File: src/rtl/vram_arbiter.sv
// Single-port video RAM arbiter: bounded-burst video line fetch with priority,
// CPU/loader round-robin on the remaining slots, and a latency-matched read tag pipe.
module vram_arbiter #(
  parameter int AW        = 18,
  parameter int DW        = 16,
  parameter int RD_LAT    = 2,
  parameter int VID_BURST = 8
) (
  input  logic            clk_sys,
  input  logic            reset_n,
  input  logic            vid_start,
  input  logic [AW-1:0]   vid_base,
  input  logic [8:0]      vid_len,
  output logic            vid_busy,
  output logic            vid_rvalid,
  output logic [DW-1:0]   vid_rdata,
  output logic            vid_overrun,
  input  logic            cpu_req,
  input  logic            cpu_we,
  input  logic [DW/8-1:0] cpu_be,
  input  logic [AW-1:0]   cpu_addr,
  input  logic [DW-1:0]   cpu_wdata,
  output logic            cpu_ack,
  output logic            cpu_rvalid,
  output logic [DW-1:0]   cpu_rdata,
  input  logic            ld_req,
  input  logic [AW-1:0]   ld_addr,
  input  logic [DW-1:0]   ld_wdata,
  output logic            ld_ack,
  output logic [AW-1:0]   ram_addr,
  output logic            ram_we,
  output logic [DW/8-1:0] ram_be,
  output logic [DW-1:0]   ram_wdata,
  input  logic [DW-1:0]   ram_rdata
);

  localparam int BW = DW / 8;
  localparam int CW = $clog2(VID_BURST + 1);
  localparam logic [CW-1:0] BURST_MAX = CW'(VID_BURST);

  typedef enum logic [1:0] {TAG_NONE, TAG_VID, TAG_CPU} tag_e;
  typedef enum logic [1:0] {GNT_NONE, GNT_VID, GNT_CPU, GNT_LD} gnt_e;

  // Handshake: cpu_req/ld_req are level requests held until their one-cycle ack.
  // The ack is high in the cycle the command sits on ram_*, and the request is
  // masked during that cycle so a still-held request is never issued twice.
  logic [CW-1:0] burst_q, burst_d;
  logic          last_nv_q, last_nv_d;  // 1: loader took the last non-video slot
  logic [AW-1:0] vid_ptr_q, vid_ptr_d;
  logic [8:0]    vid_rem_q, vid_rem_d;
  logic          vid_ovr_q, vid_ovr_d;
  logic          cpu_ack_q, cpu_ack_d;
  logic          ld_ack_q, ld_ack_d;
  logic [AW-1:0] ram_addr_q, ram_addr_d;
  logic          ram_we_q, ram_we_d;
  logic [BW-1:0] ram_be_q, ram_be_d;
  logic [DW-1:0] ram_wdata_q, ram_wdata_d;
  tag_e          tag_q [RD_LAT+1];
  tag_e          tag_d [RD_LAT+1];

  gnt_e gnt;
  logic cpu_elig, ld_elig, vid_elig, vid_pending, vid_load;

  always_comb begin : arbitrate
    cpu_elig = cpu_req && !cpu_ack_q;
    ld_elig  = ld_req && !ld_ack_q;
    vid_elig = (vid_rem_q != '0);
    gnt      = GNT_NONE;
    if (vid_elig && (burst_q < BURST_MAX)) gnt = GNT_VID;
    else if (cpu_elig && ld_elig)          gnt = last_nv_q ? GNT_CPU : GNT_LD;
    else if (cpu_elig)                     gnt = GNT_CPU;
    else if (ld_elig)                      gnt = GNT_LD;
    else if (vid_elig)                     gnt = GNT_VID;
  end

  always_comb begin : busy_track
    vid_pending = 1'b0;
    for (int i = 0; i <= RD_LAT; i++) begin
      if (tag_q[i] == TAG_VID) vid_pending = 1'b1;
    end
    vid_busy = vid_elig || vid_pending;
    vid_load = vid_start && !vid_busy && (vid_len != '0);
  end

  always_comb begin : next_state
    burst_d     = '0;
    last_nv_d   = last_nv_q;
    vid_ptr_d   = vid_ptr_q;
    vid_rem_d   = vid_rem_q;
    vid_ovr_d   = vid_ovr_q || (vid_start && vid_busy);
    cpu_ack_d   = 1'b0;
    ld_ack_d    = 1'b0;
    ram_addr_d  = ram_addr_q;
    ram_we_d    = 1'b0;
    ram_be_d    = ram_be_q;
    ram_wdata_d = ram_wdata_q;
    tag_d       = tag_q;
    tag_d[0]    = TAG_NONE;
    for (int i = 1; i <= RD_LAT; i++) tag_d[i] = tag_q[i-1];

    if (vid_load) begin
      vid_ptr_d = vid_base;
      vid_rem_d = vid_len;
    end

    unique case (gnt)
      GNT_VID: begin
        ram_addr_d = vid_ptr_q;
        ram_be_d   = '1;
        tag_d[0]   = TAG_VID;
        vid_ptr_d  = vid_ptr_q + AW'(1);
        vid_rem_d  = vid_rem_q - 9'd1;
        // A held request masked by its own ack still counts as waiting, so the
        // video run between two slots of a held requester is exactly VID_BURST.
        if (cpu_req || ld_req)
          burst_d = (burst_q == BURST_MAX) ? burst_q : burst_q + CW'(1);
      end
      GNT_CPU: begin
        cpu_ack_d   = 1'b1;
        last_nv_d   = 1'b0;
        ram_addr_d  = cpu_addr;
        ram_we_d    = cpu_we;
        ram_be_d    = cpu_be;
        ram_wdata_d = cpu_wdata;
        tag_d[0]    = cpu_we ? TAG_NONE : TAG_CPU;
      end
      GNT_LD: begin
        ld_ack_d    = 1'b1;
        last_nv_d   = 1'b1;
        ram_addr_d  = ld_addr;
        ram_we_d    = 1'b1;
        ram_be_d    = '1;
        ram_wdata_d = ld_wdata;
      end
      default: ;
    endcase
  end

  always_ff @(posedge clk_sys or negedge reset_n) begin : regs
    if (!reset_n) begin
      burst_q     <= '0;
      last_nv_q   <= 1'b1;
      vid_ptr_q   <= '0;
      vid_rem_q   <= '0;
      vid_ovr_q   <= 1'b0;
      cpu_ack_q   <= 1'b0;
      ld_ack_q    <= 1'b0;
      ram_addr_q  <= '0;
      ram_we_q    <= 1'b0;
      ram_be_q    <= '0;
      ram_wdata_q <= '0;
      for (int i = 0; i <= RD_LAT; i++) tag_q[i] <= TAG_NONE;
    end else begin
      burst_q     <= burst_d;
      last_nv_q   <= last_nv_d;
      vid_ptr_q   <= vid_ptr_d;
      vid_rem_q   <= vid_rem_d;
      vid_ovr_q   <= vid_ovr_d;
      cpu_ack_q   <= cpu_ack_d;
      ld_ack_q    <= ld_ack_d;
      ram_addr_q  <= ram_addr_d;
      ram_we_q    <= ram_we_d;
      ram_be_q    <= ram_be_d;
      ram_wdata_q <= ram_wdata_d;
      for (int i = 0; i <= RD_LAT; i++) tag_q[i] <= tag_d[i];
    end
  end

  assign vid_overrun = vid_ovr_q;
  assign cpu_ack     = cpu_ack_q;
  assign ld_ack      = ld_ack_q;
  assign ram_addr    = ram_addr_q;
  assign ram_we      = ram_we_q;
  assign ram_be      = ram_be_q;
  assign ram_wdata   = ram_wdata_q;
  assign vid_rvalid  = (tag_q[RD_LAT] == TAG_VID);
  assign cpu_rvalid  = (tag_q[RD_LAT] == TAG_CPU);
  assign vid_rdata   = ram_rdata;
  assign cpu_rdata   = ram_rdata;

endmodule
File: config.mk
export PLATFORM = sky130hd
export DESIGN_NAME = vram_arbiter
export DESIGN_NICKNAME = d
export VERILOG_FILES = /design/src/rtl/vram_arbiter.sv
export SDC_FILE = /design/constraint.sdc
export NUM_CORES = 1
export LEC_CHECK = 0
export ABC_AREA = 1
export BUFFER_PORTS_ARGS = -buffer_cell sky130_fd_sc_hd__buf_4
export CAP_MARGIN = 20
export CORE_UTILIZATION = 49
export DETAILED_ROUTE_END_ITERATION = 12
export PLACE_DENSITY = 0.86
export SETUP_SLACK_MARGIN = 0.2
export SLEW_MARGIN = 5
export SYNTH_ARGS = -nofsm -noshare
export SYNTH_HDL_FRONTEND = slang
export SYNTH_SLANG_ARGS = --single-unit
export TNS_END_PERCENT = 10
File: constraint.sdc
create_clock -name clk_sys -period 2.4 [get_ports clk_sys]
set_input_delay 0 -clock clk_sys [delete_from_list [all_inputs] [get_ports clk_sys]]
set_output_delay 0 -clock clk_sys [all_outputs]
set_load 0.01 [all_outputs]
==> run summary <==
Status - finished clean
Clock slew at reported path FFs - 0.07 ns
# diodes - 0
Gate count of the mapped netlist - 643
Worst-path maximum fanout - 21
Top cell type by total area after synthesis - dfrtp_1
Mapped Nets - 767
Antenna viol nets, final - 0
CTS sink cnt - 78
Post-DP HPWL - 9050 um
M1 GR Usage - 0.349
Remaining DRCs - 0
Worst vdd ir - 599 uV
Clock Power Share - 0.130
Critical-path top delay cell - dfrtp_1
Most common cell after layout, fill and taps aside - nand2_1
RSZ-0062 raised after global routing - true
GRT Total Usage - 0.285
YS warnings - 0
GRT Max-Usage Layer - met2
Fin. max-slew vios - 0
Routing usage on met3 - 0.0464
Nets - 952
#FFs+latches synth - 78
Final Cell Area - 6530 um^2
First-pass GRT wire length - 22,300 um
Max Cap Viol - 0
CP Capture Type - register
R2R setup slack - 0.25 ns
Worst-skew pair later-pin latency - 0.35 ns
Post-synthesis cell area - 4670 um^2
Htree depth - 3
Final count of hold timing violations - 0
Hold Path End - vid_rdata[8]
Most frequent cells in the layout - 250 x nand2_1, 148 x buf_4, 88 x nand3_1
Internal cell power - 0.00363 W
Final setup fails - 0
WP data arrival - 2.43 ns
Number of global-route vias before repair - 4,924
Clock buffer depth - 2
Pin count of the biggest net entering global routing - 79
Psw - 0.00278 W
Critical-path cell list - inv_1, ha_1, nand2_1, nor2_2, nand2_4, nand2_2, nand2_4, nand2_4, nand2_4, inv_2, nand2_1, nand2_1
Comb power frac - 0.492
Row count - 35
CTS Buf Count - 9
Max_slew headroom - 0.346
Fraction of layout cells with a size suffix above 1 - 0.236
Initial antenna violation count - 0
Die width - 99.6 um
Delay of the slowest critical-path stage - 0.38 ns
Minimum clock period - 2.15 ns
Met2 Resource Use GR - 0.499
Setup tns final - 0 ns
I/O pin total - 194
Initial drt markers - 171
Crit Reg-Reg Startpoint - vid_rem_q[0]
Hold Path Class - in2out
Synth area leaders - dfrtp_1 41%, nand2_1 20%, nand3_1 9.4%
Starting Density - 0.506
Placer Congestion - 0.929
Core box area - 9240 um^2
DP Area - 5580 um^2
TritonCTS clock tree - done
Worst Hold Depth - 0
WP data required - 2.68 ns
Fin crit share - 0.895
Max Clk Rate - 0.466 GHz
Pre-Repair DR Iteration Count - 5
Pwr dens - 982 nW/um^2
Seq pwr share - 0.378
CP dominant cell by count - nand2_4
DR WL/cell - 14.5 um
Final WL - 13,900 um
Yosys cell types - 29
Die height - 99.6 um
Capturing point of the worst reg2reg path - vid_ptr_q[16]
Vias - 4,893
Switching Share - 0.434
Setup crit start kind - register
Post-synthesis sequential area ratio - 0.418
Area share of the largest cell type after synthesis - 0.412
Setup CP Type - reg2reg
CTS root buf - clkbuf_8
Worst-margin pin slew - 0.982 ns
Vias/cell - 5.09
Final Skew - 0.0115 ns
R2R depth - 12
Lkg Pwr - 3.38 nW
Number of buffers added on ports - 145
Grt ovf - 0
Syn-to-layout area delta - 39.7%
Total die area - 9930 um^2
Worst hold start - ram_rdata[8]
Syn avg cell area - 7.27 um^2
[worst max-delay path by stage]
stage | endpoint | slack, ns | startpoint | depth (start not counted)
after CTS | ram_addr[10] | 0.25 | vid_rem_q[0] | 12
after floorplan | vid_ptr_q[2] | 0.68 | vid_rem_q[0] | 12
after global routing | vid_ptr_q[16] | 0.06 | vid_rem_q[0] | 12
final | vid_ptr_q[16] | 0.25 | vid_rem_q[0] | 12
after detailed placement | ram_addr[10] | 0.26 | vid_rem_q[0] | 12
after global placement | ram_addr[0] | 0.34 | vid_rem_q[0] | 12
[flip-flops by register name, indices dropped and copies added (netlist names), 2 cells and up]
signal     cells
burst_q        4
vid_rem_q      9
ram_addr      18
ram_be         2
tag_q          2
tag_d          4
ram_wdata     16
vid_ptr_q     18
[what timing repair did]
item,4_1_cts,5_1_grt
endpoints found under the setup margin,0,48
hold buffers,78,0
endpoints found under the hold margin,133,0
resized for setup,0,4
buffers inserted,0,0
[critical path, delay by kind of cell (launching register included)]
| kind | cells | cell delay [ns] |
|---|---|---|
| adders and majority gates | 1 | 0.16 |
| buffers and inverters | 2 | 0.45 |
| DFF | 1 | 0.38 |
| and+or+nand+nor | 9 | 1.09 |
[cell usage after synthesis]
master / n
a21o_1: 1
a21oi_1: 3
a21oi_2: 1
a21oi_4: 1
buf_2: 8
buf_4: 42
buf_6: 3
dfrtp_1: 77
dfstp_2: 1
ha_1: 5
inv_1: 41
inv_2: 10
nand2_1: 250
nand2_2: 3
nand2_4: 5
nand3_1: 88
nand3_4: 1
nand4_1: 8
nor2_1: 44
nor2_2: 5
nor2_8: 1
nor3_1: 9
o21ai_0: 10
o21ai_1: 4
o22a_1: 2
o22ai_1: 2
or2_2: 5
xnor2_1: 2
xor2_1: 11
[final cells by class]
| cell class | instances | area, um^2 |
|---|---|---|
| repair buffers | 227 | 1910 |
| well taps | 129 | 161 |
| clock inverters | 5 | 27.5 |
| inverters | 51 | 194 |
| fillers | 728 | 2710 |
| clock buffers | 10 | 128 |
| multi-input cells | 461 | 2150 |
| flip-flops and latches | 78 | 1950 |
[per-layer routing]
| metal | wire length, um | share of wire |
|---|---|---|
| met3 | 907 | 0.065 |
| met4 | 366 | 0.026 |
| met5 | 0 | 0 |
| met2 | 6880 | 0.50 |
| met1 | 5730 | 0.41 |
[cell families (layout without fill, tap and decap cells)]
logic type	after synthesis	after routing	synth area share
buffers and inverters	104	293	0.124
DFF	78	78	0.418
adders and majority gates	5	5	0.0134
AOI/OAI and AO/OA	24	24	0.0316
and+or+nand+nor	419	419	0.388
xor gates and xnor gates	13	13	0.0244
[per-stage QoR]
stage          hold WS, ns  power (W)  std cells  utilization  setup WS (ns)
3_5_place_dp      0.000106    0.00540        868        0.603          0.259
5_1_grt          0.0000225    0.00693        961        0.706         0.0569
3_3_place_gp      0.000106    0.00527        868        0.603          0.337
6_report        0.00000238    0.00641        961        0.706          0.253
2_1_floorplan       -0.296    0.00435        643            -          0.683
4_1_cts           0.000106    0.00633        961        0.705          0.251
[power groups by stage]
stage	Clock, W	Sequential [W]	Combinational [W]
3_3_place_gp	0	0.00239	0.00288
4_1_cts	0.000837	0.00240	0.00310
6_report	0.000833	0.00242	0.00315
5_1_grt	0.000900	0.00248	0.00354
2_1_floorplan	0	0.00243	0.00193
3_5_place_dp	0	0.00241	0.00299
No activity file was read; power rests on OpenSTA's default activity.
